### src/rtl/vedic_mult_pipe_pkg.sv
// Shared constants for the pipelined Vedic multiplier.
package vedic_mult_pipe_pkg;

  // Pipeline depth from acceptance to product.
  localparam int unsigned LAT = 3;

  // Stage valid-bit indices.
  localparam int unsigned ST_S1 = 0;
  localparam int unsigned ST_S2 = 1;
  localparam int unsigned ST_S3 = 2;

  // Half-width of an operand, used for the H/L split.
  function automatic int unsigned half_w(input int unsigned w);
    return w / 2;
  endfunction

endpackage

### src/rtl/vedic_mult_pipe_core.sv
// Combinational N x N unsigned Vedic multiplier, built recursively from N/2 cores.
module vedic_core #(
  parameter int unsigned N = 4
) (
  input  logic [N-1:0]   a,
  input  logic [N-1:0]   b,
  output logic [2*N-1:0] p
);

  generate
    if (N == 2) begin : g_base
      logic t1, t2, t3, c1;
      // 2x2 cell: partial products combined with two half-adders.
      assign t1 = a[1] & b[0];
      assign t2 = a[0] & b[1];
      assign t3 = a[1] & b[1];
      assign c1 = t1 & t2;
      assign p  = {t3 & c1, t3 ^ c1, t1 ^ t2, a[0] & b[0]};
    end else begin : g_rec
      localparam int unsigned H  = N / 2;
      localparam int unsigned PW = 2 * N;
      logic [N-1:0] hh, hl, lh, ll;
      logic [N:0]   mid;

      vedic_core #(.N(H)) u_hh (.a(a[N-1:H]), .b(b[N-1:H]), .p(hh));
      vedic_core #(.N(H)) u_hl (.a(a[N-1:H]), .b(b[H-1:0]), .p(hl));
      vedic_core #(.N(H)) u_lh (.a(a[H-1:0]), .b(b[N-1:H]), .p(lh));
      vedic_core #(.N(H)) u_ll (.a(a[H-1:0]), .b(b[H-1:0]), .p(ll));

      // Cross terms need one extra bit before shifting into place.
      assign mid = {1'b0, hl} + {1'b0, lh};
      assign p   = (PW'(hh) << N) + (PW'(mid) << H) + PW'(ll);
    end
  endgenerate

endmodule

### src/rtl/vedic_mult_pipe.sv
// Three-stage pipelined sign/magnitude Vedic multiplier with valid/ready and flush.
module vedic_mult_pipe
  import vedic_mult_pipe_pkg::*;
#(
  parameter int unsigned WIDTH     = 8,
  parameter bit          SIGNED_EN = 1'b1
) (
  input  logic               clk,
  input  logic               rst_n,
  input  logic               flush,
  input  logic               in_valid,
  output logic               in_ready,
  input  logic               in_signed,
  input  logic [WIDTH-1:0]   in_a,
  input  logic [WIDTH-1:0]   in_b,
  output logic               out_valid,
  input  logic               out_ready,
  output logic [2*WIDTH-1:0] out_p,
  output logic               busy
);

  localparam int unsigned HALF = half_w(WIDTH);
  localparam int unsigned PW   = 2 * WIDTH;

  logic [LAT-1:0]   vld;
  logic             stall, adv;
  logic             sgn, neg_c;
  logic [WIDTH-1:0] mag_a_c, mag_b_c;
  logic [WIDTH-1:0] mag_a, mag_b;
  logic             neg1, neg2;
  logic [WIDTH-1:0] hh_c, hl_c, lh_c, ll_c;
  logic [WIDTH-1:0] hh, hl, lh, ll;
  logic [WIDTH:0]   mid_c;
  logic [PW-1:0]    m_c, prod_c;

  // Handshake: the whole pipe freezes only when the output is blocked.
  assign stall     = vld[ST_S3] & ~out_ready;
  assign in_ready  = ~stall;
  assign adv       = ~stall & ~flush;
  assign out_valid = vld[ST_S3];
  assign busy      = |vld;

  // S1 combinational: operand magnitudes and product sign.
  assign sgn     = in_signed & SIGNED_EN;
  assign mag_a_c = (sgn & in_a[WIDTH-1]) ? WIDTH'(-in_a) : in_a;
  assign mag_b_c = (sgn & in_b[WIDTH-1]) ? WIDTH'(-in_b) : in_b;
  assign neg_c   = sgn & (in_a[WIDTH-1] ^ in_b[WIDTH-1]);

  // S2 combinational: four half-width partial products.
  vedic_core #(.N(HALF)) u_hh (.a(mag_a[WIDTH-1:HALF]), .b(mag_b[WIDTH-1:HALF]), .p(hh_c));
  vedic_core #(.N(HALF)) u_hl (.a(mag_a[WIDTH-1:HALF]), .b(mag_b[HALF-1:0]),     .p(hl_c));
  vedic_core #(.N(HALF)) u_lh (.a(mag_a[HALF-1:0]),     .b(mag_b[WIDTH-1:HALF]), .p(lh_c));
  vedic_core #(.N(HALF)) u_ll (.a(mag_a[HALF-1:0]),     .b(mag_b[HALF-1:0]),     .p(ll_c));

  // S3 combinational: recombine and restore sign (zero magnitude stays zero).
  assign mid_c  = {1'b0, hl} + {1'b0, lh};
  assign m_c    = (PW'(hh) << WIDTH) + (PW'(mid_c) << HALF) + PW'(ll);
  assign prod_c = neg2 ? PW'(-m_c) : m_c;

  // Stage valid bits: flush wins, otherwise shift together when not stalled.
  always_ff @(posedge clk or negedge rst_n) begin
    if (!rst_n) begin
      vld <= '0;
    end else if (flush) begin
      vld <= '0;
    end else if (!stall) begin
      vld <= {vld[ST_S2], vld[ST_S1], in_valid};
    end
  end

  // S1 data registers, loaded only for an accepted operand pair.
  always_ff @(posedge clk or negedge rst_n) begin
    if (!rst_n) begin
      mag_a <= '0;
      mag_b <= '0;
      neg1  <= 1'b0;
    end else if (adv && in_valid) begin
      mag_a <= mag_a_c;
      mag_b <= mag_b_c;
      neg1  <= neg_c;
    end
  end

  // S2 data registers: partial products and carried sign.
  always_ff @(posedge clk or negedge rst_n) begin
    if (!rst_n) begin
      hh   <= '0;
      hl   <= '0;
      lh   <= '0;
      ll   <= '0;
      neg2 <= 1'b0;
    end else if (adv && vld[ST_S1]) begin
      hh   <= hh_c;
      hl   <= hl_c;
      lh   <= lh_c;
      ll   <= ll_c;
      neg2 <= neg1;
    end
  end

  // S3 output register, held while stalled.
  always_ff @(posedge clk or negedge rst_n) begin
    if (!rst_n) begin
      out_p <= '0;
    end else if (adv && vld[ST_S2]) begin
      out_p <= prod_c;
    end
  end

endmodule

### config.mk
export PLATFORM = sky130hd
export DESIGN_NAME = vedic_mult_pipe
export DESIGN_NICKNAME = d
export VERILOG_FILES = /design/src/rtl/vedic_mult_pipe_pkg.sv /design/src/rtl/vedic_mult_pipe_core.sv /design/src/rtl/vedic_mult_pipe.sv
export SDC_FILE = /design/constraint.sdc
export NUM_CORES = 1
export LEC_CHECK = 0
export BUFFER_PORTS_ARGS = -buffer_cell sky130_fd_sc_hd__buf_2
export CAP_MARGIN = 15
export CORE_MARGIN = 10
export CORE_UTILIZATION = 60
export DETAILED_ROUTE_END_ITERATION = 12
export PLACE_DENSITY = 0.76
export SYNTH_ARGS = -nofsm -noshare
export SYNTH_HDL_FRONTEND = slang
export SYNTH_SLANG_ARGS = --single-unit
### constraint.sdc
create_clock -name clk -period 7.9 [get_ports clk]
set_input_delay 2.37 -clock clk [delete_from_list [all_inputs] [get_ports clk]]
set_output_delay 2.37 -clock clk [all_outputs]
set_load 0.02 [all_outputs]
* Word-level counts from Yosys, hierarchy flattened *
Index checks and enable logic that the tools add are counted.

storage, ports and cells
  bits in registers = 69
  input port bits = 22
  output and inout bits = 19
  word-level logic and storage cells = 175

cells by class
  add/sub/neg operators = 18
  equal/unequal tests = 1
  mux-type cells = 5
  bitwise logic cells = 137
  reductions and logical operators = 4

operators with widths
  operator            number
  $and 1x1->1         101
  $xor 1x1->1         33
  $add 8x4->8         4
  $add 8x7->8         4
  $add 4x4->5         4
  $add 16x13->16      1
  $add 16x8->16       1
  $mux 16             1
  $mux 8              2
  $neg 16->16         1
  $neg 8->8           2
  $add 8x8->9         1
  $mux 3              2
  $logic_and 1x1->1   3
  $not 1->1           3
  $reduce_or 3->1     1
  $ne 2x2->1 const B  1

* Logic depth before layout (Yosys ltp) *
  depth in word-level cells = 6
  gate-level depth with buffers = 19
  gate-level depth less buffers = 18

* Cells and area by module *
A second synthesis with hierarchy kept.

unflattened totals
  cell total of the unflattened synthesis = 619
  area, all modules = 5,930.7 um^2

modules (own cells, without submodules)
  module                             instances  cells an instance  area each (um^2)  seq. area each (um^2)
  vedic_mult_pipe                    1          387                3,883.7           1,726.7
  vedic_core at u_hh ...             4          34                 311.5             0.0
  vedic_core at u_hh.g_rec.u_hh ...  16         6                  50.0              0.0

* Worst setup path after synthesis *
Ideal clock, no wire load.

  path type = in2out
  from = input port out_ready
  to = output port in_ready
  data arrival time = 2.824 ns
  data required time = 5.530 ns
  slack = 2.706 ns
  cell stages on the path = 2
  path buffers = 0
  cell sequence = nor2b_1 > inv_1

on the way
  longest elaborated chain between the ends = 3

RTL lines
  element             line                   RTL
  start: declaration  vedic_mult_pipe.sv:17  input logic out_ready,
  $not 1->1           vedic_mult_pipe.sv:37  assign stall = vld[ST_S3] & ~out_ready;
  $and 1x1->1         vedic_mult_pipe.sv:37
  $not 1->1           vedic_mult_pipe.sv:38  assign in_ready = ~stall;
  end: declaration    vedic_mult_pipe.sv:12  output logic in_ready,

No other way between the ends.

* Worst setup path after layout *
Ends and elaborated chain as after synthesis.

==> flow_summary_export.csv <==
group,metric,value,unit
clock_tree,cts_setup_buffers,0,
finish,syn_to_final_growth,9.03,%
clock_tree,clkSinkCount,69,
min_path,min_delay_path_depth,2,
die,pin_count,41,
yosys,avgSynthCellArea,9.36,um^2
die,rows,36,
pwr,vdd_drop_max,0.127,mV
timing,final_max_slew_viol_count,0,
timing,setup_violations,0,
timing,setup_tns,0,ps
critical_path,cp-start-kind,"primary input",
critical_path,cp.arrival,3020,ps
critical_path,endpoint_kind,"primary output",
yosys,ys_types,50,
critical_path,worstPathRequired,5530,ps
yosys,syn_inst,629,
yosys,synthTopCellsByCount,"ha_1 (90), nand2_1 (73), dfrtp_1 (69), and2_1 (61), o21ai_1 (58)",
clock_tree,clkTransAtPathRegs,80,ps
min_path,hp-start,"out_p[7]",
yosys,yosys_warnings,0,
yosys,syn-num-nets,751,
clock_tree,clockBufferDepth,2,
drt,avgRoutedWirePerCell,14.3,um
timing,rsz0062_at_grt,"no",
finish,drive_above_1_share,0.101,
global_routing,grt_pass1_wl,20.3,mm
yosys,netlist_area,5890,um^2
clock_tree,ctsRootBufferMaster,"clkbuf_8",
critical_path,crit_fanout,5,
min_path,hold_path_end,"out_p[7]",
yosys,synthFlopType,"dfrtp_1",
drt,final_antenna_net_count,0,
die,chipHeight,119,um
finish,final_area,6420,um^2
yosys,postSynth.asyncResetShare,1.00,
drt,routed_via_density,5.53,
finish,fillers,780,
clock_tree,cts_buffers,9,
status,outcome,"completed",
yosys,synth_edf_count,0,
clock_tree,cts_tree,"yes",
critical_path,worstRegToRegCells,17,
global_routing,grt-ovfl-total,0,
clock_tree,htreeDepth,3,
die,initial_utilization,0.608,
timing,post-route-min-period,5390,ps
critical_path,worstReg2RegEnd,"out_p[15]",
timing,period_share,0.682,
timing,worst_pin_slew,1020,ps
place,place_congestion,0.866,
pwr,p_leak,3.48,nW
place,dp_cells,789,
place,port_buffers,40,
timing,slew-limit-headroom,0.317,
clock_tree,hold_buffers,0,
finish,fin_nets,789,
die,fp.dieW,119,um
drt,vias,4453,
die,core,9680,um^2
place,hpwlAfterDp,9.25,mm
critical_path,crit_type,"primary input to primary output",
die,die_area,14200,um^2
critical_path,r2r-start,"hl[0]",
place,placed_cell_area,6210,um^2
clock_tree,cts_resized,0,
global_routing,grt_max_degree,70,
yosys,synth_area_leaders,"dfrtp_1 (29%), ha_1 (19%), and2_1 (6.5%), o21ai_1 (4.9%), nand2_1 (4.7%)",
timing,hold_viol_final,0,
finish,layout.cells.non_filler,805,
yosys,yosys.area.top_type_share,0.293,
timing,fmaxAchievable,0.186,GHz
finish,diodes,0,
drt,firstDrtPassIters,4,
global_routing,grt_usage,0.169,
min_path,hold_path_class,"flip-flop to flip-flop",
global_routing,antenna_found_initial,0,
yosys,synth_top_area_cell,"dfrtp_1",
job,cap_viol_max_count,0,
drt,drc,0,
critical_path,reg2reg_slack,4030,ps
global_routing,first_global_vias,4582,
yosys,yosysSeqAreaShare,0.293,
timing,fin_worst_skew,10.9,ps
drt,wirelength,11.5,mm
clock_tree,clk_latency,360,ps
pwr,power_density,280,nW/um^2
yosys,ys_ff_latch,69,
drt,drt_iter0_drc,205,
yosys,yosysMostFrequentCell,"ha_1",
[cells by family after synthesis]
group | count (synthesis) | share of synthesized area
xor+xnor | 57 | 0.0861
flops | 69 | 0.293
mux | 21 | 0.0391
fa+ha+maj | 100 | 0.225
compound gates | 147 | 0.162
buf+inv | 36 | 0.0230
simple gates | 199 | 0.172
[metal layers]
layer | vias to the layer above | track usage | share of wire
li1 | 2287 | - | -
met1 | 2065 | 0.194 | 0.45
met2 | 79 | 0.297 | 0.48
met3 | 22 | 0.0402 | 0.045
met4 | 0 | 0.0649 | 0.023
met5 | - | 0 | 0
[per-stage QoR]
stage	setup WS [ps]	total power, W	utilization	hold WS [ps]
after floorplan	2710	0.00127	-	448
final	2510	0.00180	0.663	488
after global routing	2490	0.00197	0.663	529
after CTS	2510	0.00181	0.663	491
after detailed placement	2520	0.00150	0.641	473
after global placement	2540	0.00146	0.641	462
[worst max path at each step]
| stage | start | end | slack [ps] | cells past startpoint |
|---|---|---|---|---|
| global route | out_ready | in_ready | 2490 | 4 |
| global placement | out_ready | in_ready | 2540 | 4 |
| finish | out_ready | in_ready | 2510 | 4 |
| floorplan | out_ready | in_ready | 2710 | 2 |
| CTS | out_ready | in_ready | 2510 | 4 |
| detailed placement | out_ready | in_ready | 2520 | 4 |
[placed cells by master, fill, tap and decap left out, types with 3 or more instances in the layout]
cell type  netlist  routed
mux2_2           3       3
xnor2_1         29      29
o21ai_1         58      58
mux2i_1          5       5
mux2_1          13      13
nor3b_1          6       6
a211oi_1         3       3
clkbuf_8         0       9
inv_1           21      21
xor2_1          27      27
o31ai_1          4       4
nor2_1          23      23
or3_1            6       6
o21ai_0          5       5
and2_1          61      61
a21oi_1         21      21
a21o_1          32      32
nor2b_1          4       4
buf_2            0      40
nand3_1          9       9
ha_1            90      90
nand2_1         73      73
o21a_1           3       3
fa_1            10      10
dfrtp_1         69      69
nand2b_1         6       6
[worst max-delay path, cell delays in order]
cell,delay (ps)
buf_2,90
nor2b_1,310
inv_1,70
buf_2,170
[sequential cells by signal (all words and copies together), names as in the netlist, 3 cells and up]
name   cells
hh         8
mag_b      8
hl         8
vld        3
ll         8
out_p     16
lh         8
mag_a      8
[cell type report]
class	instances	area, um^2	area share
Timing Repair Buffer	42	215	0.0335
Multi-Input combinational cell	524	4020	0.627
Clock inverter	7	82.6	0.0129
Tap cell	133	166	0.0259
Inverter	21	78.8	0.0123
Sequential cell	69	1730	0.269
Clock buffer	9	124	0.0193
[power breakdown]
group,internal [W],switching (W)
Sequential,0.000450,0.0000958
Combinational,0.000416,0.000533
Clock,0.000150,0.000152
Note: power is estimated with default switching activity, not from simulation.
